[config.mk]
export PLATFORM = sky130hd
export DESIGN_NAME = song_sequencer
export DESIGN_NICKNAME = d
export VERILOG_FILES = /design/src/rtl/song_sequencer.sv
export SDC_FILE = /design/constraint.sdc
export NUM_CORES = 1
export LEC_CHECK = 0
export CAP_MARGIN = 20
export CORE_MARGIN = 2
export CORE_UTILIZATION = 55
export DETAILED_ROUTE_END_ITERATION = 16
export PLACE_DENSITY_LB_ADDON = 0.08
export SYNTH_ARGS = -nofsm -noshare
export SYNTH_HDL_FRONTEND = slang
export SYNTH_SLANG_ARGS = --single-unit
[constraint.sdc]
create_clock -name clk -period 2.54 [get_ports clk]
set_clock_uncertainty 0.05 [all_clocks]
set_input_delay 0.508 -clock clk [delete_from_list [all_inputs] [get_ports clk]]
set_output_delay 0.508 -clock clk [all_outputs]
set_load 0.02 [all_outputs]
[src/rtl/song_sequencer.sv]
// song_sequencer: walks a song ROM and drives one-hot notes to the tone generator.
// Optional SONG_LOOP_EN: at song end, replay from address 0 instead of idling.
module song_sequencer #(
  parameter int BEAT_TICKS = 25_000_000,
  parameter int GAP_TICKS  = 2_000_000,
  parameter int ADDR_W     = 6
) (
  input  logic              clk,
  input  logic              rst_n,
  input  logic              start,
  input  logic              pause,
  input  logic              stop,
  output logic [ADDR_W-1:0] rom_addr,
  input  logic [7:0]        rom_data,
  output logic [6:0]        notes,
  output logic              ishigher,
  output logic              islower,
  output logic              busy,
  output logic              done
);

  typedef enum logic [2:0] {
    IDLE, FETCH, LOAD, PLAY, GAP
  } state_t;

  localparam logic [31:0] BEAT = 32'(BEAT_TICKS);
  localparam logic [31:0] GAP_LD =
    (GAP_TICKS > 0) ? 32'(GAP_TICKS - 1) : 32'd0;

  state_t            state, state_n;
  logic [ADDR_W-1:0] addr_n;
  logic [6:0]        notes_n, lat, lat_n;
  logic              hi_n, lo_n;
  logic              lat_hi, lat_hi_n;
  logic              lat_lo, lat_lo_n;
  logic              busy_n, done_n;
  logic [31:0]       cnt, cnt_n;
  logic              adv, fin;
  logic [2:0]        code;
  logic [1:0]        oct;
  logic [31:0]       beats;

  assign code  = rom_data[7:5];
  assign oct   = rom_data[4:3];
  assign beats = 32'(rom_data[2:0]) + 32'd1;

  function automatic logic [6:0] onehot(
    input logic [2:0] c
  );
    logic [6:0] r;
    case (c)
      3'd1:    r = 7'b1000000;
      3'd2:    r = 7'b0100000;
      3'd3:    r = 7'b0010000;
      3'd4:    r = 7'b0001000;
      3'd5:    r = 7'b0000100;
      3'd6:    r = 7'b0000010;
      3'd7:    r = 7'b0000001;
      default: r = 7'b0000000;
    endcase
    return r;
  endfunction

  always_ff @(posedge clk or negedge rst_n) begin
    if (!rst_n) begin
      state    <= IDLE;
      rom_addr <= '0;
      notes    <= '0;
      ishigher <= 1'b0;
      islower  <= 1'b0;
      busy     <= 1'b0;
      done     <= 1'b0;
      cnt      <= '0;
      lat      <= '0;
      lat_hi   <= 1'b0;
      lat_lo   <= 1'b0;
    end else begin
      state    <= state_n;
      rom_addr <= addr_n;
      notes    <= notes_n;
      ishigher <= hi_n;
      islower  <= lo_n;
      busy     <= busy_n;
      done     <= done_n;
      cnt      <= cnt_n;
      lat      <= lat_n;
      lat_hi   <= lat_hi_n;
      lat_lo   <= lat_lo_n;
    end
  end

  always_comb begin
    state_n  = state;
    addr_n   = rom_addr;
    notes_n  = notes;
    hi_n     = ishigher;
    lo_n     = islower;
    busy_n   = busy;
    done_n   = 1'b0;
    cnt_n    = cnt;
    lat_n    = lat;
    lat_hi_n = lat_hi;
    lat_lo_n = lat_lo;
    adv      = 1'b0;
    fin      = 1'b0;
    if (stop) begin
      state_n = IDLE;
      addr_n  = '0;
      notes_n = '0;
      hi_n    = 1'b0;
      lo_n    = 1'b0;
      busy_n  = 1'b0;
      cnt_n   = '0;
    end else begin
      case (state)
        IDLE: begin
          if (start) begin
            addr_n  = '0;
            busy_n  = 1'b1;
            state_n = FETCH;
          end
        end
        FETCH: state_n = LOAD;
        LOAD: begin
          if (oct == 2'b11) begin
            fin = 1'b1;
          end else begin
            lat_n    = onehot(code);
            lat_hi_n = (oct == 2'b01);
            lat_lo_n = (oct == 2'b10);
            notes_n  = lat_n;
            hi_n     = lat_hi_n;
            lo_n     = lat_lo_n;
            cnt_n    = beats * BEAT - 32'd1;
            state_n  = PLAY;
          end
        end
        PLAY: begin
          // paused: silent and frozen; latched note survives
          notes_n = '0;
          hi_n    = 1'b0;
          lo_n    = 1'b0;
          if (!pause) begin
            if (cnt == '0) begin
              if (GAP_TICKS > 0) begin
                cnt_n   = GAP_LD;
                state_n = GAP;
              end else begin
                adv = 1'b1;
              end
            end else begin
              notes_n = lat;
              hi_n    = lat_hi;
              lo_n    = lat_lo;
              cnt_n   = cnt - 32'd1;
            end
          end
        end
        GAP: begin
          notes_n = '0;
          hi_n    = 1'b0;
          lo_n    = 1'b0;
          if (!pause) begin
            if (cnt == '0) adv = 1'b1;
            else cnt_n = cnt - 32'd1;
          end
        end
        default: state_n = IDLE;
      endcase
      if (adv) begin
        if (rom_addr == '1) begin
          fin = 1'b1;
        end else begin
          addr_n  = rom_addr + ADDR_W'(1);
          state_n = FETCH;
        end
      end
      if (fin) begin
        done_n  = 1'b1;
        notes_n = '0;
        hi_n    = 1'b0;
        lo_n    = 1'b0;
`ifdef SONG_LOOP_EN
        addr_n  = '0;
        state_n = FETCH;
`else
        busy_n  = 1'b0;
        state_n = IDLE;
`endif
      end
    end
  end

endmodule

== Yosys cells after proc, flatten, opt, wreduce, memory -nomap -nowiden ==
Cells that the tools add are included.

* Register bits: 61
* Latch bits: 0
* RAM bits: 0
* ROM bits: 0
* Bits of input ports: 13
* Output and inout port bits: 17
* Word-level logic and storage cells: 103
* Memories kept: 0

* $add $sub $neg: 4
* $mul: 1
* Divide/modulo/power cells: 0
* Magnitude comparators: 0
* Equal/unequal tests: 20
* Shift operators: 0
* Muxes and demuxes: 55
* Bitwise operators: 2
* Reductions and logical operators: 10

{| class="wikitable"
|+ Operator list
! cell !! count
|-
| $mux W32 || 6
|-
| $pmux W32 S3 || 1
|-
| $pmux W7 S7 || 1
|-
| $mux W7 || 5
|-
| $logic_not A32 Y1 || 1
|-
| $sub A32 B1 Y32 const B || 1
|-
| $mux W6 || 5
|-
| $sub A29 B1 Y30 const B || 1
|-
| $mux W1 || 25
|-
| $mux W3 || 8
|-
| $mul A4 B19 Y23 const B || 1
|-
| $pmux W7 S3 || 1
|-
| $eq A3 B3 Y1 const B || 5
|-
| $pmux W3 S5 || 1
|-
| $eq A3 B2 Y1 const B || 4
|-
| $ne A3 B3 Y1 const B || 4
|-
| $add A6 B1 Y6 const B || 1
|-
| $eq A3 B1 Y1 const B || 2
|-
| $eq A6 B6 Y1 const B || 1
|-
| $pmux W1 S3 || 2
|-
| $reduce_bool A3 Y1 || 2
|-
| $reduce_and A5 Y1 || 1
|-
| $reduce_bool A5 Y1 || 1
|-
| $add A3 B1 Y4 const B || 1
|-
| other kinds (8) || 11
|}

== Depth between registers and ports, before layout ==
* Word-level depth: 9
* Depth in mapped cells: 16
* Gate-level depth less buffers: 15

== Least setup slack after synthesis ==
OpenSTA, ideal clock, no wires.

* Path kind: input to register
* From: input port rom_data[0]
* To: register cnt[27]
* Data arrival time: 4.557 ns
* Setup slack: -2.154 ns
* Stages on the path: 14
* Path buffers: 2
* Cell sequence: clkbuf_1 inv_1 ha_1 inv_1 fa_1 fa_1 ha_1 clkbuf_1 nor2b_1 or4_1 a211oi_1 o211ai_1 or4_1 o211ai_1

* Word-level cells in the longest chain between the ends: 6

{| class="wikitable"
|+ RTL lines
! what !! line !! source
|-
| start, declared || 14 || <nowiki>input logic [7:0] rom_data,</nowiki>
|-
| $add A3 B1 Y4 || 45 || <nowiki>assign beats = 32'(rom_data[2:0]) + 32'd1;</nowiki>
|-
| $mul A4 B19 Y23 || 134 || <nowiki>cnt_n = beats * BEAT - 32'd1;</nowiki>
|-
| $sub A29 B1 Y30 || 134 ||
|-
| $mux W32 || 125 || <nowiki>if (oct == 2'b11) begin</nowiki>
|-
| $pmux W32 S3 || 115 || <nowiki>case (state)</nowiki>
|-
| $mux W32 || 106 || <nowiki>if (stop) begin</nowiki>
|-
| end signal, assigned || 85 || <nowiki>cnt <= cnt_n;</nowiki>
|-
| end, declared || 37 || <nowiki>logic [31:0] cnt, cnt_n;</nowiki>
|}

Every way passes these cells. The select of a mux whose other input is x is not followed.
A chain may end at the register's enable or synchronous reset.

== Worst setup path after layout ==
Ends and elaborated chain as after synthesis.

==> metrics.md <==
| Metric | Value |
|---|---|
| Syn Nets | `609` |
| Hold crit path type | `primary input to async pin` |
| Worst path required time | `2.75 ns` |
| Leakage dissipation | `0.00315 uW` |
| Max Fanout on Critical Path | `3` |
| H-tree Lvls | `3` |
| Final period util | `150%` |
| Pins over their slew limit | `0` |
| Primary FF master, synth | `dfrtp_1` |
| Final Core Density | `86.7%` |
| Worst r2r dst | `cnt[13]` |
| CTS tree | `built` |
| Final net count | `775` |
| Final Hold Vio Count | `0` |
| Reg clk slew, reported paths | `0.08 ns` |
| Post-CTS Hold Fix Bufs | `0` |
| Async SR Flop Fraction | `100%` |
| Synth Area in Compound Gates | `24.5%` |
| Initial antenna violation count | `0` |
| F_max | `262 MHz` |
| Routed wire length | `17,600 um` |
| DRT antenna net count | `0` |
| Critical path class | `primary input to flip-flop` |
| First-pass GRT wire length | `23,400 um` |
| Synth Area in XOR/XNOR | `3.18%` |
| Residual DRC count | `0` |
| Placed instance count | `799` |
| Worst R2R Setup Slack | `-0.31 ns` |
| Full die area | `9280 um2` |
| N_diodes | `0` |
| Final setup fails | `38` |
| Failing checks | `negative setup slack` |
| Post-route worst setup slack | `-1.27 ns` |
| Dpl cell area | `6150 um2` |
| Vias in the first global route | `5,061` |
| Avg WL per Cell | `21.1 um` |
| Total Routing Usage GR | `32.6%` |
| Pwr dens | `666 nW/um2` |
| Die Span X | `96.3 um` |
| CTS Root Cell | `clkbuf_8` |
| Fraction of layout cells with a size suffix above 1 | `38.1%` |
| Area share of fa/ha/maj cells after synthesis | `10.9%` |
| Clock buffer depth | `2` |
| Post-synth EDFFs | `0` |
| CP peak stage delay | `0.55 ns` |
| Largest family of logic cells by synthesized area | `compound AO/OA/AOI/OAI gates` |
| Synth Instances | `560` |
| Largest net degree at the start of global routing | `47` |
| Area Overhead vs Synth | `52.7%` |
| CTS sink cnt | `61` |
| HPWL Detailed | `10,700 um` |
| Minimum clock period | `3.81 ns` |
| Non-filler cells, final | `835` |
| Num ports | `30` |
| Post-synthesis average cell area | `8.37 um2` |
| Site row count | `33` |
| Slew headroom | `65.9%` |
| Worst path slowest cell | `fa_2` |
| Simple-Gate Fraction of Synth Area | `24.1%` |
| CP Capture Type | `flip-flop` |
| CP delay by family, top | `adder cells` |
| Status | `finished, violations left` |
| Worst-Skew Late Latency | `0.35 ns` |
| IO buf count | `29` |
| Reg2reg path depth | `6` |
| Post-synthesis mux area share | `0.214%` |
| CP cell instances | `buf_8 > buf_8 > inv_12 > ha_4 > fa_2 > fa_1 > inv_2 > fa_1 > nor4bb_1 > a31oi_1 > a211oi_4 > o211ai_1 > or4_1 > o211ai_1` |
| RePlAce Congestion | `0.951` |
| Cell variety after synth | `70` |
| Drt via density | `6.57` |
| Peak supply drop | `0.327 mV` |
| Filler cells | `423` |
| Initial DRC Count | `548` |
| Max-cap violations | `0` |
| Vias post-DR | `5,489` |
| Worst r2r src | `cnt[1]` |
| Num CTS Buffers | `9` |
| Syn Std Cell Area | `4690 um2` |
| CP bufs+invs | `4` |
| Worst Max-Slew Pin Slew | `0.512 ns` |
| Fin area | `7160 um2` |
| Core area | `8260 um2` |
| Starting density of the core | `56.8%` |
| Synth Register Bits | `61` |
| TritonRoute pass-1 iters | `6` |
| Seq/Total Area, Yosys | `32.6%` |
| Die Ht | `96.3 um` |
| RSZ-0062 raised after global routing | `true` |
| GRT overflow | `0` |
| CP arrival | `4.02 ns` |
| Ys Warns | `0` |
| Worst Setup Start Kind | `primary input` |
==> through the flow <==
stage / worst slack, ns / hold slack, ns / TNS, ns / total power, uW
global placement: -2.02 / 0.387 / -18.57 / 3160
finish: -1.27 / 0.0229 / -11.62 / 4770
floorplan: -1.50 / 0.162 / -10.22 / 2300
global route: -1.46 / 0.0452 / -16.41 / 4990
CTS: -1.32 / 0.0293 / -9.36 / 4280
detailed placement: -2.10 / 0.397 / -19.83 / 3220
==> cell families (layout without fill, tap and decap cells) <==
family / count (synthesis) / after routing
AND/OR/NAND/NOR: 219 / 220
AO/OA/AOI/OAI: 174 / 174
flip-flops: 61 / 61
buffers and inverters: 52 / 221
adder cells (fa/ha/maj): 36 / 36
XOR/XNOR: 17 / 17
multiplexers: 1 / 1
==> sequential cells by signal (all words and copies together), names as in the netlist <==
signal / count
cnt: 32
lat: 7
notes: 7
rom_addr: 6
state: 3
busy: 1
done: 1
ishigher: 1
islower: 1
lat_hi: 1
lat_lo: 1
==> power by group <==
| group | leakage [uW] | switching [uW] | internal (uW) |
|---|---|---|---|
| logic | 0.00222 | 1410 | 1360 |
| registers | 0.000839 | 64.2 | 1040 |
| clock network | 0.0000927 | 409 | 478 |
| total | 0.00315 | 1890 | 2880 |
==> Yosys cell counts (2+ instances only) <==
cell	number	share of area, %
nor3b_1	2	0.32
nand4_1	3	0.40
inv_1	25	2.0
o21a_1	6	0.96
and3_1	5	0.67
nand2_1	56	4.5
o22ai_1	2	0.27
nand4b_1	2	0.37
a22oi_1	6	0.96
nand2b_1	6	0.80
a31oi_1	4	0.53
buf_2	5	0.53
or3_1	4	0.53
o21ai_1	3	0.32
nor4b_1	2	0.37
nor4_1	11	1.5
dfrtp_1	61	33
xnor2_1	5	0.93
a21o_1	2	0.32
o31a_1	2	0.37
o211ai_1	8	1.3
o32ai_1	2	0.37
clkbuf_1	20	1.6
xor2_1	12	2.2
o2bb2a_1	3	0.64
nand3_1	22	2.3
nor2b_1	6	0.80
a211oi_1	11	1.8
nor2_1	50	4.0
a21oi_1	41	4.4
o311ai_1	2	0.37
o21ai_0	45	4.8
nor3_1	24	2.6
a221oi_1	2	0.37
fa_1	8	3.4
and2_1	4	0.53
a311oi_1	2	0.37
nand3b_1	4	0.64
a32oi_1	7	1.3
ha_1	28	7.5
o41ai_1	2	0.37
or4_1	6	0.96
or4_4	3	0.72
a32o_1	2	0.43
o31ai_1	9	1.4
==> cells in the final DEF (no fill, tap or decap), drive strengths merged, types with 3 or more instances in the layout <==
master         Yosys  routed
buf                7     155
dfrtp             61      61
nand2             57      58
nor2              50      50
o21ai             49      49
a21oi             41      41
ha                28      28
clkdlybuf4s50      0      25
inv               25      25
nor3              25      25
nand3             22      22
clkbuf            20      13
xor2              12      12
nor4              12      12
a211oi            11      11
o31ai              9       9
or4                9       9
o211ai             8       8
fa                 8       8
a32oi              7       7
a22oi              6       6
nand2b             6       6
o21a               6       6
nor2b              6       6
and3               5       5
a31oi              5       5
xnor2              5       5
and2               4       4
nand3b             4       4
or3                4       4
nand4              4       4
o2bb2a             3       3
==> cell type report <==
class / count / area (um2) / share of cell area, %
multi-input combinational: 448 / 3600 / 50.2
timing repair buffer: 181 / 1610 / 22.4
sequential: 61 / 1530 / 21.3
clock buffer: 12 / 145 / 2.03
tap: 105 / 131 / 1.84
inverter: 25 / 106 / 1.49
clock inverter: 3 / 46.3 / 0.647
==> routing by layer <==
| metal | vias to the layer above | share of wire [%] | GRT usage, % |
|---|---|---|---|
| met5 | - | 0 | 0 |
| met4 | 0 | 5.1 | 12.9 |
| met3 | 98 | 7.3 | 6.11 |
| met2 | 304 | 49 | 57.9 |
| met1 | 2693 | 38 | 38.6 |
| li1 | 2394 | - | - |
==> repair_timing <==
item,in CTS,in global routing
cloned,0,4
gates resized for setup,51,111
setup buffers,6,15
pin swaps,30,66
setup endpoints to repair,27,51
==> how the worst max path moves through the flow <==
| stage | start | cells past startpoint | slack, ns | to |
|---|---|---|---|---|
| 6_report | rom_data[0] | 14 | -1.27 | cnt[27] |
| 3_3_place_gp | rom_data[0] | 15 | -2.02 | cnt[27] |
| 4_1_cts | rom_data[1] | 14 | -1.32 | cnt[27] |
| 5_1_grt | rom_data[1] | 13 | -1.46 | cnt[27] |
| 2_1_floorplan | rom_data[0] | 13 | -1.50 | cnt[27] |
| 3_5_place_dp | rom_data[0] | 15 | -2.10 | cnt[27] |
(Power assumes the default switching activity.)
